File: src/rtl/alu_req_arbiter.sv
// -----------------------------------------------------------------------------
// alu_req_arbiter
//
// Lets two requesters share one external combinational 4-bit ALU. Requests are
// granted round-robin. A granted operation is latched onto the ALU buses, given
// one cycle to settle, and then returned on a registered response port together
// with the requester id and an error flag. The arbiter replaces the ALU result
// for divide/modulo by zero and for opcodes the ALU does not implement.
//
// Parameters
//   FIRST_PRIO  requester that wins the first tie after reset (0 or 1)
//   DIVZ_VALUE  rsp_data returned for op 3 / op 10 with y == 0
//   NUM_OPS     opcodes 0..NUM_OPS-1 are legal, the rest report an error
//
// Ports
//   clk, rst_n            clock; synchronous active-low reset
//   req0_* / req1_*       valid/ready request ports: op, operand x, operand y.
//                         ready is combinational and high only in the cycle
//                         the operation is accepted
//   alu_in, alu_op        registered ALU buses: {y,x} and {4'h0,op}
//   alu_result            combinational ALU result for alu_in/alu_op
//   rsp_valid/rsp_ready   response handshake
//   rsp_data/id/err       registered result, owning requester, error flag
//   done_cnt              completed responses, wraps 255 -> 0
// -----------------------------------------------------------------------------
module alu_req_arbiter #(
  parameter logic       FIRST_PRIO = 1'b0,
  parameter logic [7:0] DIVZ_VALUE = 8'hFF,
  parameter int         NUM_OPS    = 13
) (
  input  logic       clk,
  input  logic       rst_n,
  input  logic       req0_valid,
  output logic       req0_ready,
  input  logic [3:0] req0_op,
  input  logic [3:0] req0_x,
  input  logic [3:0] req0_y,
  input  logic       req1_valid,
  output logic       req1_ready,
  input  logic [3:0] req1_op,
  input  logic [3:0] req1_x,
  input  logic [3:0] req1_y,
  output logic [7:0] alu_in,
  output logic [7:0] alu_op,
  input  logic [7:0] alu_result,
  output logic       rsp_valid,
  input  logic       rsp_ready,
  output logic [7:0] rsp_data,
  output logic       rsp_id,
  output logic       rsp_err,
  output logic [7:0] done_cnt
);

  typedef enum logic [1:0] {
    ST_IDLE = 2'd0,
    ST_EXEC = 2'd1,
    ST_RESP = 2'd2
  } state_t;

  // Five bits so that NUM_OPS = 16 (every opcode legal) still compares correctly.
  localparam logic [4:0] NUM_OPS_W = 5'(NUM_OPS);

  state_t     state_r;
  logic       last_r;      // requester served most recently
  logic       id_r;        // owner of the operation in flight

  logic       grant_any_s;
  logic       grant_id_s;
  logic [3:0] sel_op_s;
  logic [3:0] sel_x_s;
  logic [3:0] sel_y_s;

  logic [3:0] cur_op_s;
  logic [3:0] cur_y_s;
  logic [7:0] res_data_s;
  logic       res_err_s;

  // Round-robin grant: a lone requester always wins, a tie goes to the one not served last.
  always_comb begin
    grant_any_s = 1'b0;
    grant_id_s  = 1'b0;
    if (state_r == ST_IDLE) begin
      grant_any_s = req0_valid | req1_valid;
      if (req0_valid && req1_valid) begin
        grant_id_s = ~last_r;
      end else if (req1_valid) begin
        grant_id_s = 1'b1;
      end else begin
        grant_id_s = 1'b0;
      end
    end else begin
      grant_any_s = 1'b0;
      grant_id_s  = 1'b0;
    end
  end

  assign req0_ready = grant_any_s & ~grant_id_s;
  assign req1_ready = grant_any_s &  grant_id_s;

  // Operand mux feeding the ALU bus registers at the accepting edge.
  always_comb begin
    sel_op_s = req0_op;
    sel_x_s  = req0_x;
    sel_y_s  = req0_y;
    if (grant_id_s) begin
      sel_op_s = req1_op;
      sel_x_s  = req1_x;
      sel_y_s  = req1_y;
    end else begin
      sel_op_s = req0_op;
      sel_x_s  = req0_x;
      sel_y_s  = req0_y;
    end
  end

  // The in-flight operation is read back from the registered ALU buses, so
  // requester inputs changing after acceptance cannot disturb it.
  assign cur_op_s = alu_op[3:0];
  assign cur_y_s  = alu_in[7:4];

  // Result override: an illegal opcode takes precedence over the divide-by-zero check.
  always_comb begin
    res_data_s = alu_result;
    res_err_s  = 1'b0;
    if ({1'b0, cur_op_s} >= NUM_OPS_W) begin
      res_data_s = 8'h00;
      res_err_s  = 1'b1;
    end else if (((cur_op_s == 4'd3) || (cur_op_s == 4'd10)) && (cur_y_s == 4'd0)) begin
      res_data_s = DIVZ_VALUE;
      res_err_s  = 1'b1;
    end else begin
      res_data_s = alu_result;
      res_err_s  = 1'b0;
    end
  end

  // Control FSM with registered ALU buses, response port and completion counter.
  always_ff @(posedge clk) begin
    if (!rst_n) begin
      state_r   <= ST_IDLE;
      last_r    <= ~FIRST_PRIO;
      id_r      <= 1'b0;
      alu_in    <= 8'h00;
      alu_op    <= 8'h00;
      rsp_valid <= 1'b0;
      rsp_data  <= 8'h00;
      rsp_id    <= 1'b0;
      rsp_err   <= 1'b0;
      done_cnt  <= 8'h00;
    end else begin
      case (state_r)
        ST_IDLE: begin
          if (grant_any_s) begin
            alu_in  <= {sel_y_s, sel_x_s};
            alu_op  <= {4'h0, sel_op_s};
            id_r    <= grant_id_s;
            last_r  <= grant_id_s;
            state_r <= ST_EXEC;
          end
        end
        ST_EXEC: begin
          // The ALU has had a full cycle to settle on the registered buses.
          rsp_data  <= res_data_s;
          rsp_err   <= res_err_s;
          rsp_id    <= id_r;
          rsp_valid <= 1'b1;
          state_r   <= ST_RESP;
        end
        ST_RESP: begin
          if (rsp_ready) begin
            rsp_valid <= 1'b0;
            done_cnt  <= done_cnt + 8'd1;
            state_r   <= ST_IDLE;
          end
        end
        default: begin
          rsp_valid <= 1'b0;
          state_r   <= ST_IDLE;
        end
      endcase
    end
  end

endmodule
File: config.mk
export PLATFORM = sky130hd
export DESIGN_NAME = alu_req_arbiter
export DESIGN_NICKNAME = d
export VERILOG_FILES = /design/src/rtl/alu_req_arbiter.sv
export SDC_FILE = /design/constraint.sdc
export NUM_CORES = 1
export LEC_CHECK = 0
export ABC_AREA = 1
export CAP_MARGIN = 20
export CELL_PAD_IN_SITES_DETAIL_PLACEMENT = 0
export CELL_PAD_IN_SITES_GLOBAL_PLACEMENT = 2
export CORE_AREA = 4 4 93 95
export DETAILED_ROUTE_END_ITERATION = 16
export DIE_AREA = 0 0 97 99
export MAX_ROUTING_LAYER = met4
export PLACE_DENSITY_LB_ADDON = 0.1
export SYNTH_ARGS = -nofsm -noshare
export SYNTH_HDL_FRONTEND = slang
export SYNTH_SLANG_ARGS = --single-unit
File: constraint.sdc
create_clock -name clk -period 1.35 [get_ports clk]
set_input_delay 0.135 -clock clk [delete_from_list [all_inputs] [get_ports clk]]
set_output_delay 0.135 -clock clk [all_outputs]
set_load 0.05 [all_outputs]
==> flow_metrics.tcl <==
set metrics [dict create \
    worst_endpoint_required_time_ps 1220 \
    vias_in_the_first_global_route 1589 \
    synthXorXnorAreaFrac_pct 0.518 \
    global_route.overflow_total 0 \
    antennaDiodeCount 0 \
    pwr-share-clk_pct 26.2 \
    design.portCount 74 \
    synth.avg_cell_area_um2 7.19 \
    finish.instance_area_um2 3050 \
    yosys.area_share.simple_pct 33.0 \
    drive_above_1_share_pct 29.8 \
    post-route-drc-count 0 \
    htree_num_levels 2 \
    seq_area_um2 712 \
    final_hold_viol_count 0 \
    mapped_cells 235 \
    grt_use_total_pct 11.3 \
    maxCapViolations 0 \
    violations "setup timing" \
    internal_dissipation_mw 2.14 \
    clk_lat_worst_skew_ps 290 \
    vias_per_cell 3.87 \
    switching_share_pct 33.5 \
    class_of_the_most_critical_hold_timing_path "primary input to register" \
    final_max_slew_violation_count 0 \
    run_status "finished, violations left" \
    fin_total_pwr_mw 3.21 \
    drt_pre_antenna_iters 4 \
    final_layout_worst_hold_slack_ps 466 \
    largest_family_of_logic_cells_by_synthesized_area "simple AND/OR/NAND/NOR gates" \
    fin_worst_skew_ps 7.65 \
    floorplan.die.height_um 99 \
    clock_tree.buffer_depth 2 \
    fmax_mhz 723 \
    num_vias 1639 \
    routabilityCongestion 0.726 \
    cts_tree "built" \
    dpl.cell_count 414 \
    crit_path_start_kind "register" \
    power_density_nw_per_um2 1050 \
    fp.dieW_um 97 \
    first_pass_grt_wire_length_mm 8.42 \
    ys.warnings.count 0 \
    fillers 799 \
    fin_crit_ps 1380 \
    hpwlAfterDp_mm 3.78 \
    part_of_the_power_in_combinational_logic_pct 36.0 \
    setup_viol_count_final 4 \
    synth_seq_area_share_pct 41.5 \
    antenna_found_initial 0 \
    floorplan.core_area_um2 7730 \
    yosys.cell_types.count 27 \
    starting_utilization_of_the_core_area_pct 21.9 \
    synthToLayoutAreaGrowth_pct 80.2 \
    fin_setup_tns_ps -53.8 \
    finalNetCount 359 \
    fp.dieArea_um2 9600 \
    clockRootBuffer "clkbuf_8" \
    synth-adder-area-share_pct 0.740 \
    grt_start_max_net_pins 13 \
    share_seq_of_total_power_pct 37.8 \
    dp_worst_setup_slack_ps -94.5 \
    fin_ws_ps -33.0 \
    setup.worst_path.class "register to primary output" \
    numClockSinks 35 \
    synth.area.mux_share_pct 0 \
    place_area_um2 2920 \
    synthesis.area_um2 1690 \
    multi_input_area_um2 817 \
    routed_wirelength_mm 5.03 \
    clk_pin_slew_ps 70 \
    avgRoutedWirePerCell_um 11.9 \
    power_leakage_nw 1.33 \
    postRouteAntennaNets 0 \
    fp-row-count 32 \
    place.port_buffers 69 \
    rsz0062_at_grt "true" \
    post_layout_nonfiller_instances 424 \
    fin_util_pct 39.4 \
    critical_path_peak_fanout 4 \
    vdd.ir_drop.worst_mv 0.407 \
    drt_iter0_drc 29 \
    power.switching_mw 1.07 \
    synth-seq-cells 35 \
    synth_compound_area_share_pct 12.7 \
    inserted_clock_buffers 5 \
    endpoint_kind "primary output" \
    arrival_ps 1250 \
    layout_worst_path_cycle_share_pct 102 \
]
[power by group through the flow]
stage	combinational (mW)	sequential, mW	clock [mW]
5_1_grt	1.24	1.22	0.937
6_report	1.16	1.21	0.840
3_3_place_gp	1.17	1.24	0
2_1_floorplan	0.390	1.42	0
3_5_place_dp	1.17	1.24	0
4_1_cts	1.18	1.21	0.893
[cell type report]
type / count / area share, %
multi-input cells: 162 / 26.8
flip-flops and latches: 35 / 23.4
inverters: 30 / 3.70
repair buffers: 87 / 38.6
clock buffers: 8 / 3.29
well taps: 102 / 4.19
[Yosys cell counts, drive strengths merged]
master | count | share of area (%)
o21ai | 7 | 2.3
nor3b | 1 | 0.44
nand3b | 1 | 0.44
dfxtp | 35 | 41
nand2 | 83 | 18
nand3 | 9 | 3.4
a21oi | 26 | 9.9
o21a | 1 | 0.44
inv | 30 | 6.7
xor2 | 1 | 0.52
nor2 | 26 | 9.4
clkbuf | 2 | 0.44
buf | 9 | 4.3
nor3 | 2 | 0.89
conb | 1 | 0.22
ha | 1 | 0.74
[worst max-delay path: stages (launching register included)]
cell and delay (ps):
dfxtp_4 360, nor2_4 150, inv_2 80, nor2_8 140, buf_6 110, buf_12 120
[logic make-up after synthesis]
group	after synthesis
buffers and inverters	41
adders and majority gates	1
xor gates and xnor gates	1
DFF	35
and+or+nand+nor	122
other	1
AOI/OAI and AO/OA	34
[cell usage in the layout (no fill, tap or decap), drive strengths merged]
cell type / n
a21oi: 26
buf: 51
clkbuf: 8
clkdlybuf4s50: 36
conb: 4
dfxtp: 35
ha: 1
inv: 30
nand2: 83
nand3: 9
nand3b: 1
nor2: 26
nor3: 2
nor3b: 1
o21a: 1
o21ai: 7
xor2: 1
[flip-flops by register name, summed over array words and instances (netlist names)]
signal     flops
alu_in         8
alu_op         4
done_cnt       8
id_r           1
last_r         1
rsp_data       8
rsp_err        1
rsp_id         1
rsp_valid      1
state_r        2
[worst paths after layout]
kind / slack, ps / from / depth (start not counted) / endpoint
max: -30 / state_r[0] / 5 / req1_ready
min: 470 / req0_y[3] / 3 / alu_in[7]
max reg2reg: 0 / last_r / 10 / alu_in[1]
min reg2reg: 490 / id_r / 2 / id_r
[repair_timing]
item                       4_1_cts  5_1_grt
pin swaps                        2        3
resized for setup                3        5
hold buffers                     0        0
setup endpoints to repair        2       14
buffers inserted                 2        2
[metal layers]
metal	share of wire, %	track usage, %	vias up
li1	-	-	886
met5	0	-	-
met4	1.3	3.56	0
met1	47	14.2	699
met2	45	17.1	49
met3	5.9	3.68	5
Note: power is estimated with default switching activity, not from simulation.
